===== config.mk =====
export PLATFORM = sky130hd
export DESIGN_NAME = instr_fetch_flat
export DESIGN_NICKNAME = d
export VERILOG_FILES = /design/src/rtl/cpu_pkg.sv /design/src/rtl/instr_fetch_if.sv /design/src/rtl/sat_counter.sv /design/src/rtl/instr_fetch.sv /design/src/flat_wrapper.sv
export SDC_FILE = /design/constraint.sdc
export NUM_CORES = 1
export LEC_CHECK = 0
export BUFFER_PORTS_ARGS = -buffer_cell sky130_fd_sc_hd__buf_4
export CORE_MARGIN = 8
export CORE_UTILIZATION = 35
export CTS_BUF_LIST = sky130_fd_sc_hd__clkbuf_16
export CTS_CLUSTER_DIAMETER = 150
export CTS_CLUSTER_SIZE = 16
export DETAILED_ROUTE_END_ITERATION = 7
export GPL_TIMING_DRIVEN = 1
export REMOVE_ABC_BUFFERS = 1
export SLEW_MARGIN = 40
export SYNTH_ARGS = -nofsm -noshare
export SYNTH_HDL_FRONTEND = slang
export SYNTH_HIERARCHICAL = 1
export SYNTH_SLANG_ARGS = --single-unit
export TNS_END_PERCENT = 20

===== constraint.sdc =====
create_clock -name Clk -period 3.8 [get_ports Clk]
set_input_delay 0.38 -clock Clk [delete_from_list [all_inputs] [get_ports Clk]]
set_output_delay 0.38 -clock Clk [all_outputs]
set_load 0.01 [all_outputs]

===== src/rtl/cpu_pkg.sv =====
// Shared CPU definitions: front-end state encoding and the default widths
// used by fetch, decode and the instruction ROM.
package cpu_pkg;

    // Program counter / instruction ROM address width.
    localparam int PC_W = 10;

    // Instruction word width.
    localparam int INSTR_W = 9;

    // Encoding that ends a program.
    localparam logic [INSTR_W-1:0] HALT_INSTR = 9'h1FF;

    // Width of the run-cycle counter.
    localparam int CNT_W = 16;

    // Run-control states of the fetch unit.
    typedef enum logic [1:0] {
        IDLE = 2'd0,
        RUN  = 2'd1,
        DONE = 2'd2
    } state_e;

endpackage : cpu_pkg


===== src/rtl/instr_fetch_if.sv =====
// Fetch-unit bus: the host run handshake, datapath control, ROM port and the
// instruction stream presented to decode.
interface instr_fetch_if #(
    parameter int PC_W    = cpu_pkg::PC_W,
    parameter int INSTR_W = cpu_pkg::INSTR_W,
    parameter int CNT_W   = cpu_pkg::CNT_W
);

    // Host run handshake.
    logic               Start;
    logic               Ack;
    logic [CNT_W-1:0]   Run_Cycles;

    // Datapath control.
    logic               Stall;
    logic               Branch_En;
    logic [PC_W-1:0]    Branch_Tgt;

    // Instruction ROM port.
    logic [PC_W-1:0]    Instr_Addr;
    logic [INSTR_W-1:0] Instr_Rd_Data;

    // Instruction stream to decode.
    logic [INSTR_W-1:0] Instr;
    logic [PC_W-1:0]    Instr_PC;
    logic               Instr_Valid;

    // The fetch unit itself.
    modport master (
        input  Start, Stall, Branch_En, Branch_Tgt, Instr_Rd_Data,
        output Ack, Run_Cycles, Instr_Addr, Instr, Instr_PC, Instr_Valid
    );

    // Everything around it: host, datapath and ROM.
    modport slave (
        output Start, Stall, Branch_En, Branch_Tgt, Instr_Rd_Data,
        input  Ack, Run_Cycles, Instr_Addr, Instr, Instr_PC, Instr_Valid
    );

endinterface : instr_fetch_if


===== src/rtl/sat_counter.sv =====
// Saturating up-counter with synchronous clear. Clear wins over enable, and
// the count sticks at all-ones instead of wrapping.
module sat_counter #(
    parameter int W = 16
) (
    input  logic         clk,
    input  logic         rst_n,
    input  logic         clr,
    input  logic         en,
    output logic [W-1:0] count
);

    logic [W-1:0] count_q;
    logic [W-1:0] count_d;

    // Next count: clear, else increment unless already saturated.
    always_comb begin
        // NOTE: every always_comb output gets a default first, so no path can leave it unassigned and infer a latch.
        count_d = count_q;
        if (clr) begin
            count_d = '0;
        end else if (en && (count_q != '1)) begin
            count_d = count_q + W'(1);
        end
    end

    // Count register.
    always_ff @(posedge clk or negedge rst_n) begin
        if (!rst_n) begin
            count_q <= '0;
        end else begin
            // NOTE: sequential state uses non-blocking assignment so every flop samples pre-edge values.
            count_q <= count_d;
        end
    end

    assign count = count_q;

endmodule : sat_counter


===== src/rtl/instr_fetch.sv =====
// Instruction fetch front end. Owns the PC, addresses a registered ROM with
// next-PC so the word for the new PC arrives together with it (zero-bubble
// branches), and runs the Start/Ack handshake: IDLE until Start, RUN until the
// halt instruction retires, DONE with Ack up until Start drops.
module instr_fetch
    import cpu_pkg::*;
#(
    parameter int                 PC_W       = cpu_pkg::PC_W,
    parameter int                 INSTR_W    = cpu_pkg::INSTR_W,
    parameter logic [INSTR_W-1:0] HALT_INSTR = cpu_pkg::HALT_INSTR,
    parameter int                 CNT_W      = cpu_pkg::CNT_W
) (
    input  logic          Clk,
    input  logic          Reset,
    instr_fetch_if.master bus
);

    state_e          state_q;
    state_e          state_d;
    logic [PC_W-1:0] pc_q;
    logic [PC_W-1:0] pc_d;      // next_pc; also drives the ROM address
    logic            valid_q;
    logic            valid_d;
    logic            ack_q;
    logic            ack_d;
    logic            cnt_clr;
    logic            cnt_en;
    logic            halt_seen;

    // The presented word is mem[pc_q]; in RUN it is always live.
    assign halt_seen = (bus.Instr_Rd_Data == HALT_INSTR);

    // Next state, next PC and next registered outputs.
    always_comb begin
        state_d = state_q;
        pc_d    = pc_q;
        valid_d = valid_q;
        ack_d   = ack_q;
        cnt_clr = 1'b0;
        cnt_en  = 1'b0;

        unique case (state_q)
            IDLE: begin
                pc_d    = '0;
                valid_d = 1'b0;
                ack_d   = 1'b0;
                if (bus.Start) begin
                    state_d = RUN;
                    valid_d = 1'b1;
                    cnt_clr = 1'b1;
                end
            end

            RUN: begin
                valid_d = 1'b1;
                cnt_en  = 1'b1;
                if (bus.Stall) begin
                    // Stall beats branch and halt: hold the current instruction.
                    pc_d = pc_q;
                end else if (halt_seen) begin
                    // Halt retires: PC freezes on the halt address, any branch is dropped.
                    pc_d    = pc_q;
                    state_d = DONE;
                    valid_d = 1'b0;
                    ack_d   = 1'b1;
                end else if (bus.Branch_En && valid_q) begin
                    pc_d = bus.Branch_Tgt;
                end else begin
                    pc_d = pc_q + PC_W'(1);
                end
            end

            DONE: begin
                pc_d    = pc_q;
                valid_d = 1'b0;
                ack_d   = 1'b1;
                // Only a dropped Start re-arms; a held Start never restarts.
                if (!bus.Start) begin
                    state_d = IDLE;
                    ack_d   = 1'b0;
                end
            end

            default: begin
                state_d = IDLE;
                pc_d    = '0;
                valid_d = 1'b0;
                ack_d   = 1'b0;
            end
        endcase
    end

    // Run-control FSM with registered PC, Valid and Ack.
    always_ff @(posedge Clk or negedge Reset) begin
        if (!Reset) begin
            state_q <= IDLE;
            pc_q    <= '0;
            valid_q <= 1'b0;
            ack_q   <= 1'b0;
        end else begin
            state_q <= state_d;
            pc_q    <= pc_d;
            valid_q <= valid_d;
            ack_q   <= ack_d;
        end
    end

    // Cycles spent in RUN, cleared on each new program and frozen afterwards.
    sat_counter #(
        .W (CNT_W)
    ) u_run_cnt (
        .clk   (Clk),
        .rst_n (Reset),
        .clr   (cnt_clr),
        .en    (cnt_en),
        .count (bus.Run_Cycles)
    );

    assign bus.Instr_Addr  = pc_d;
    assign bus.Instr       = bus.Instr_Rd_Data;
    assign bus.Instr_PC    = pc_q;
    assign bus.Instr_Valid = valid_q;
    assign bus.Ack         = ack_q;

endmodule : instr_fetch


===== src/flat_wrapper.sv =====
// flat-port wrapper written by rule: the top's interface ports become plain ports
module instr_fetch_flat import cpu_pkg::*;
#(
    parameter int                 PC_W       = cpu_pkg::PC_W,
    parameter int                 INSTR_W    = cpu_pkg::INSTR_W,
    parameter logic [INSTR_W-1:0] HALT_INSTR = cpu_pkg::HALT_INSTR,
    parameter int                 CNT_W      = cpu_pkg::CNT_W
)
  (Clk, Reset, bus_Start, bus_Stall, bus_Branch_En, bus_Branch_Tgt, bus_Instr_Rd_Data, bus_Ack, bus_Run_Cycles, bus_Instr_Addr, bus_Instr, bus_Instr_PC, bus_Instr_Valid);
  instr_fetch_if #(.PC_W(PC_W), .INSTR_W(INSTR_W), .CNT_W(CNT_W)) bus_i ();
  input  logic Clk;
  input  logic Reset;
  input wire logic [$bits(bus_i.Start)-1:0] bus_Start;
  input wire logic [$bits(bus_i.Stall)-1:0] bus_Stall;
  input wire logic [$bits(bus_i.Branch_En)-1:0] bus_Branch_En;
  input wire logic [$bits(bus_i.Branch_Tgt)-1:0] bus_Branch_Tgt;
  input wire logic [$bits(bus_i.Instr_Rd_Data)-1:0] bus_Instr_Rd_Data;
  output wire logic [$bits(bus_i.Ack)-1:0] bus_Ack;
  output wire logic [$bits(bus_i.Run_Cycles)-1:0] bus_Run_Cycles;
  output wire logic [$bits(bus_i.Instr_Addr)-1:0] bus_Instr_Addr;
  output wire logic [$bits(bus_i.Instr)-1:0] bus_Instr;
  output wire logic [$bits(bus_i.Instr_PC)-1:0] bus_Instr_PC;
  output wire logic [$bits(bus_i.Instr_Valid)-1:0] bus_Instr_Valid;
  assign bus_i.Start = bus_Start;
  assign bus_i.Stall = bus_Stall;
  assign bus_i.Branch_En = bus_Branch_En;
  assign bus_i.Branch_Tgt = bus_Branch_Tgt;
  assign bus_i.Instr_Rd_Data = bus_Instr_Rd_Data;
  assign bus_Ack = bus_i.Ack;
  assign bus_Run_Cycles = bus_i.Run_Cycles;
  assign bus_Instr_Addr = bus_i.Instr_Addr;
  assign bus_Instr = bus_i.Instr;
  assign bus_Instr_PC = bus_i.Instr_PC;
  assign bus_Instr_Valid = bus_i.Instr_Valid;
  instr_fetch #(.PC_W(PC_W), .INSTR_W(INSTR_W), .HALT_INSTR(HALT_INSTR), .CNT_W(CNT_W)) u_core (.Clk(Clk), .Reset(Reset), .bus(bus_i));
endmodule

== Word level (Yosys, flattened, before mapping) ==
Index checks and enable logic that the tools add are counted.

* $add $sub $neg: 2
* Muxes and demuxes: 20
* Equal/unequal tests: 8
* Reduce and logical (&&, ||, !) cells: 6

{| class="wikitable"
|+ Operators with widths
! kind !! number
|-
| $mux W16 || 2
|-
| $mux W10 || 3
|-
| $pmux W10 S2 || 1
|-
| $add A16 B1 Y16 const B || 1
|-
| $ne A16 B16 Y1 const B || 1
|-
| $add A10 B1 Y10 const B || 1
|-
| $eq A9 B9 Y1 const B || 1
|-
| $mux W2 || 4
|-
| $mux W1 || 7
|-
| $ne A2 B2 Y1 const B || 3
|-
| $pmux W2 S3 || 1
|-
| $pmux W1 S2 || 2
|-
| $reduce_and A4 Y1 || 1
|-
| $eq A2 B1 Y1 const B || 1
|-
| $eq A2 B2 Y1 const B || 1
|-
| $logic_and A1 B1 Y1 || 2
|-
| $logic_not A2 Y1 || 1
|-
| $ne A2 B1 Y1 const B || 1
|-
| $reduce_and A2 Y1 || 1
|-
| $reduce_bool A2 Y1 || 1
|}

* Input port bits: 24
* Word-level logic and storage cells: 41
* Output and inout bits: 47
* Register bits: 30

== Depth between registers and ports, before layout ==
Gate-level depths: netlist of run 1.

* Depth in word-level cells: 5
* Gate-level depth with buffers: 7
* Depth with buffers taken out: 6

== Modules after synthesis ==
The synthesis of run 1 kept the hierarchy.

{| class="wikitable"
|+ Modules (own cells, without submodules)
! module !! area each (µm²) !! cells an instance !! instances !! seq. area each (µm²)
|-
| instr_fetch || 1122.3 || 136 || 1 || 350.3
|-
| sat_counter || 942.2 || 98 || 1 || 400.4
|}

== Worst setup path before layout of run 1 ==
No wires, ideal clock.

* Kind: flip-flop to output port
* Start: reg u_core.state_q[1]
* End: out bus_Instr_Addr[5]
* Buffers on the path: 1
* Path slack: 1.754 ns
* Cell stages (with the launch flop): 8
* Required time: 3.420 ns
* Arrival: 1.666 ns
* Path through: dfrtp_1 -> inv_1 -> ha_1 -> buf_2 -> nand2_1 -> a311o_1 -> nor3_1 -> a211o_1

* Longest elaborated chain between the ends: 2
* Elaborated cells between the ends (all ways): 3
* Those cells by class: 2 x eq/ne; 1 x mux

{| class="wikitable"
|+ RTL lines
! item !! RTL line !! source
|-
| start: declaration || instr_fetch.sv:18 || <nowiki>state_e state_q;</nowiki>
|-
| start signal: assignment || instr_fetch.sv:101 || <nowiki>state_q <= state_d;</nowiki>
|-
| $eq A2 B2 Y1 / $eq A2 B1 Y1 (equally long branches) || instr_fetch.sv:42 || <nowiki>unique case (state_q)</nowiki>
|-
| $pmux W10 S2 * || instr_fetch.sv:42 ||
|-
| end: declaration || flat_wrapper.sv:20 || <nowiki>output wire logic [$bits(bus_i.Instr_Addr)-1:0] bus_Instr_Addr;</nowiki>
|}

Every way passes the cells marked *; elsewhere a longest branch is shown, timed or not.

== Final worst setup path of run 1 ==
* Start: reg u_core.state_q[1]
* End: out bus_Instr_Addr[9]

The elaborated chain is that of the path after synthesis.

==> results.json, run 1 <==
{
  "vias_per_cell": 5.63,
  "switchingPower_mw": 0.449,
  "criticalPathCategory": "reg -> out",
  "clk_path_buf_depth": 2,
  "netlist.area_leader.share_pct": 36.4,
  "worst_pin_slew_ns": 0.759,
  "r2r-start": "u_core/state_q[1]",
  "wl_um": 6080,
  "start_util_pct": 35.5,
  "clkPwrFrac_pct": 30.5,
  "grt_pass1_vias": 2111,
  "place_inst": 362,
  "h-tree-depth": 2,
  "async_flop_share_pct": 100,
  "grt_first_pass_wirelength_um": 10200,
  "post_cts_resized": 0,
  "finalHoldViolations": 0,
  "skew_ns": 0.00627,
  "root_buffer": "clkbuf_16",
  "swShare_pct": 37.0,
  "final.setup.tns_ns": 0,
  "synth_edf_count": 0,
  "dr_wl_met3_um": 413,
  "slew_violations": 0,
  "worstHoldPathType": "in -> async",
  "clock_latency_ns": 0.27,
  "power_density_nw_per_um2": 447,
  "antenna_found_initial": 0,
  "std_cell_rows": 28,
  "vias": 2089,
  "holdBufCountCts": 0,
  "p_comb_share_pct": 35.3,
  "yosysWarnings": 6,
  "place_congestion": 0.819,
  "syn-cell-area_um2": 2060,
  "coreArea_um2": 5820,
  "ys_seq_area_share_pct": 36.4,
  "yosysMostFrequentCell": "dfrtp_1",
  "fp.dieH_um": 92.8,
  "yosys_register_bits": 30,
  "grt-ovfl-total": 0,
  "p_leak_nw": 1.22,
  "slew_headroom_pct": 49.4,
  "wl_met2_um": 2770,
  "vdd_drop_max_uv": 206,
  "instances_no_fill": 371,
  "reg2reg_to": "u_core/u_run_cnt/count[3]",
  "worst_ep_arrival_time_ns": 2.35,
  "ys_top_cells_by_count": "dfrtp_1 (30), nand2_1 (29), a21oi_1 (19)",
  "ant_nets": 0,
  "cts_tree": "built",
  "yosysUniqueCellTypes": 51,
  "cts.sinks": 30,
  "die-width_um": 92.8,
  "status": "complete, no violations",
  "p_int_mw": 0.763,
  "antenna_cells": 0,
  "synth.area.top_cells": "dfrtp_1 (36%), nand2_1 (5.3%), a21oi_1 (4.6%), buf_4 (3.3%), ha_1 (3.0%)",
  "synth_cells": 234,
  "ff2ff_path_depth": 5,
  "max-cap-violations": 0,
  "cts_buffers": 5,
  "syn_area_per_cell_um2": 8.82,
  "finalSetupViolCount": 0,
  "fin_crit_sh_pct": 71.9,
  "area_growth_pct": 31.5,
  "p_seq_share_pct": 34.2,
  "drc": 0,
  "critical_path.max_fanout": 12,
  "synthFlopType": "dfrtp_1",
  "r2r_slack_ns": 1.54,
  "critPathLaunchType": "flop",
  "dp_hpwl_um": 4570,
  "routedWlPerCell_um": 16.4,
  "nets": 324,
  "synth_largest_area_cell": "dfrtp_1",
  "drt_iter0_drc": 90,
  "rsz0062_at_grt": "no",
  "finalCriticalPeriod_ns": 2.73,
  "die-area_um2": 8610,
  "crit_required_ns": 3.42,
  "portBuffers": 70,
  "grt.total_usage_pct": 14.3,
  "end_kind": "primary output",
  "highest_layer": "met4",
  "grt_max_degree": 31,
  "fill_cells": 585,
  "postCtsSetupBuffers": 0,
  "layout-drive-gt1-share_pct": 30.4,
  "boundaryPins": 71,
  "fmax_ghz": 0.366,
  "drt-met1-wl_um": 2870,
  "firstDrtPassIters": 4,
  "path_clk_slew_ns": 0.05,
  "critPathLaunch": "u_core/state_q[1]"
}
## state kept, by name (all words and copies together), names as in the netlist
register                flops
u_core/u_run_cnt/count     16
u_core/state_q              2
u_core/bus.Instr_Valid      1
u_core/bus.Instr_PC        10
u_core/bus.Ack              1
## cell usage in the layout, fill, tap and decap left out, types with 2 or more instances in the layout
master and n:
nand4_1 10, nor3_1 2, nand2_1 29, a221o_1 2, or3_1 3, a311o_1 2, nor2_1 9, nor4_1 5
nand3_1 11, or4_2 2, and2_1 3, o21ai_0 9, a21o_1 2, and3_1 3, o21ai_1 3, and4_2 2
dfrtp_1 30, nand2b_1 4, clkbuf_16 5, inv_1 10, buf_4 71, ha_1 5, a32o_1 2, or4_1 8
a21oi_1 19, mux2_1 4, o41ai_1 3, a31oi_1 4, a41o_1 2, o31ai_1 8, nor2b_1 4
## per-stage QoR
| stage | setup WS [ns] | instance area [um^2] | util, % | hold WS, ns | power [mW] |
|---|---|---|---|---|---|
| 2_1_floorplan | 1.75 | 1950 | - | 0.0844 | 0.655 |
| 3_3_place_gp | 1.37 | 2570 | 44.2 | 0.338 | 0.842 |
| 3_5_place_dp | 1.39 | 2570 | 44.2 | 0.345 | 0.847 |
| 4_1_cts | 1.04 | 2710 | 46.5 | 0.0489 | 1.23 |
| 5_1_grt | 0.855 | 2710 | 46.7 | 0.0662 | 1.30 |
| 6_report | 1.07 | 2710 | 46.7 | 0.0344 | 1.21 |
## cell families after synthesis
logic type | after synthesis | share of synthesized area (%)
AO/OA/AOI/OAI | 65 | 22.1
adder cells (fa/ha/maj) | 5 | 3.03
buffers and inverters | 26 | 7.21
flip-flops | 30 | 36.4
multiplexers | 6 | 3.21
AND/OR/NAND/NOR | 102 | 28.1
## worst max-delay path: stages, from the launching register on
cell     delay, ns
dfrtp_1       0.39
inv_1         0.08
ha_1          0.42
nand2_1       0.22
o21ai_0       0.57
a221o_1       0.27
buf_4         0.12
## routing by layer
metal | up-vias | track usage, %
met1 | 996 | 18.1
met2 | 70 | 22.9
met5 | - | 0
li1 | 1019 | -
met4 | 0 | 3.22
met3 | 4 | 4.69
## worst max path at each step
stage | endpoint | slack, ns
finish | bus_Instr_Addr[9] | 1.07
global route | bus_Instr_Addr[8] | 0.85
CTS | bus_Instr_Addr[9] | 1.04
detailed placement | bus_Instr_Addr[9] | 1.39
global placement | bus_Instr_Addr[9] | 1.37
floorplan | bus_Instr_Addr[5] | 1.75
## power groups by stage
stage	logic, mW	clock network, mW	registers, mW
2_1_floorplan	0.238	0	0.417
3_3_place_gp	0.424	0	0.419
3_5_place_dp	0.427	0	0.420
4_1_cts	0.429	0.382	0.414
5_1_grt	0.477	0.400	0.423
6_report	0.428	0.369	0.415
## area by class of cell
| cell class | instances | area, um^2 | share of cell area, % |
|---|---|---|---|
| clock buffers | 5 | 125 | 4.61 |
| multi-input cells | 178 | 1160 | 42.9 |
| clock inverters | 3 | 12.5 | 0.461 |
| repair buffers | 71 | 533 | 19.6 |
| inverters | 9 | 33.8 | 1.24 |
| flip-flops and latches | 30 | 751 | 27.7 |
| well taps | 75 | 93.8 | 3.46 |
Power figures use the tool's default switching activity.
==> inputs of run 2 (changes only) <==
- clock period: 3.8 -> 2.3 ns (I/O delays scaled with it)
==> run 2 against run 1 <==
Via count grew 2.0%. Count of clock-buffer cells in the layout unchanged. Largest cell class unchanged. Sequential share of layout area fell by 1.3 points. Critical path type unchanged.
==> results.json, run 2 (same netlist as run 1, synthesis figures left out) <==
{
  "layout_commonest_cell": "buf_4",
  "place_area_um2": 2610,
  "vdd_drop_max_uv": 349,
  "start_util_pct": 35.5,
  "crit_required_ns": 2.07,
  "finalInstanceArea_um2": 2850,
  "die-width_um": 92.8,
  "dp_hpwl_um": 4680,
  "std_cell_rows": 28,
  "slew_headroom_pct": 59.6,
  "die-area_um2": 8610,
  "boundaryPins": 71,
  "critPathLaunchType": "flop",
  "p_leak_nw": 1.27,
  "place_congestion": 0.798,
  "worstHoldPathType": "in -> reg",
  "fmax_ghz": 0.455,
  "grt-ovfl-total": 0,
  "drc": 0,
  "area_growth_pct": 38.1,
  "power.total_mw": 2.14,
  "rsz0062_at_grt": "no",
  "fin_crit_sh_pct": 95.5,
  "pre_cts_slack_ns": 0.172,
  "grt.total_usage_pct": 14.6,
  "path_clk_slew_ns": 0.05,
  "firstDrtPassIters": 4,
  "skew_ns": 0.00379,
  "max-cap-violations": 0,
  "cts.sinks": 30,
  "vias_per_cell": 5.61,
  "setup_slack_ns": 0.104,
  "end_kind": "primary output",
  "root_buffer": "clkbuf_16",
  "largest_reg_flops": 16,
  "antenna_cells": 0,
  "fp.dieH_um": 92.8,
  "clk_path_buf_depth": 2,
  "cts_buffers": 5,
  "final.setup.tns_ns": 0,
  "ant_nets": 0,
  "wl_um": 6210,
  "grt_pass1_vias": 2138,
  "finalSetupViolCount": 0,
  "routedWlPerCell_um": 16.3,
  "status": "complete, no violations",
  "criticalPathCategory": "reg -> out",
  "drt_iter0_drc": 137,
  "critical_path.max_fanout": 6,
  "layout-drive-gt1-share_pct": 37.0,
  "worst_pin_slew_ns": 0.599,
  "grt_max_degree": 31,
  "antenna_found_initial": 0,
  "whs_ns": 0.290,
  "worst_ep_arrival_time_ns": 1.97,
  "finalCriticalPeriod_ns": 2.20,
  "finalHoldViolations": 0,
  "power_density_nw_per_um2": 751,
  "coreArea_um2": 5820,
  "grt_first_pass_wirelength_um": 10200,
  "h-tree-depth": 2,
  "cts_tree": "built",
  "portBuffers": 70,
  "slew_violations": 0,
  "vias": 2130,
  "layout_common_cells": "buf_4 (79), dfrtp_1 (29), nand2_1 (27), a21oi_1 (18), nand3_1 (11)",
  "nets": 333,
  "clock_latency_ns": 0.28
}
==> run 2: cell type report <==
cell class	instances	area [um^2]
flip-flops and latches	30	752
multi-input cells	178	1230
clock inverters	3	12.5
well taps	75	93.8
inverters	9	33.8
repair buffers	80	603
fillers	595	2960
clock buffers	5	125
==> run 2: path summary, 6_finish.rpt <==
kind                                                 from                         end  slack (ns)  cells after the start
worst max-delay path                    u_core/state_q[0]           bus_Instr_Addr[5]        0.10                      7
worst min-delay path                            bus_Start           u_core/state_q[1]        0.29                      3
worst max register to register  u_core/u_run_cnt/count[0]   u_core/u_run_cnt/count[3]        0.36                      6
worst min register to register          u_core/state_q[1]           u_core/state_q[1]        0.60                      2
max in group asynchronous                           Reset      u_core/bus.Instr_PC[1]        1.56                      2
min in group asynchronous                           Reset  u_core/u_run_cnt/count[13]        0.42                      2
==> run 2: critical path, stage by stage, from the launching register on <==
cell and delay (ns):
dfrtp_1 0.38, inv_2 0.07, ha_4 0.31, nand2_4 0.07
a311o_2 0.44, a21oi_1 0.15, a211o_1 0.14, buf_4 0.12
==> run 2: report_power, final <==
group / leakage (nW) / internal [mW] / switching (mW)
Clock: 0.0724 / 0.390 / 0.224
Combinational: 0.794 / 0.377 / 0.471
Sequential: 0.409 / 0.590 / 0.0876
==> run 2: layer usage <==
| metal | wire [um] | up-vias | track usage [%] |
|---|---|---|---|
| met5 | 0 | - | 0 |
| met4 | 38 | 0 | 3.62 |
| met3 | 540 | 4 | 5.99 |
| met2 | 2770 | 86 | 22.4 |
| met1 | 2860 | 1012 | 18.4 |
| li1 | - | 1028 | - |
==> run 2: timing repair <==
action | in CTS | in global routing
setup buffers | 0 | 3
setup endpoints to repair | 6 | 6
hold buffers | 1 | 0
endpoints found under the hold margin | 30 | 0
resized for setup | 2 | 17
pin swaps | 2 | 2
==> run 2: stage by stage <==
stage	util, %	instances
after floorplan	-	217
after global placement	44.9	368
after detailed placement	44.9	368
after CTS	47.7	377
after global routing	49.0	380
final	49.0	380
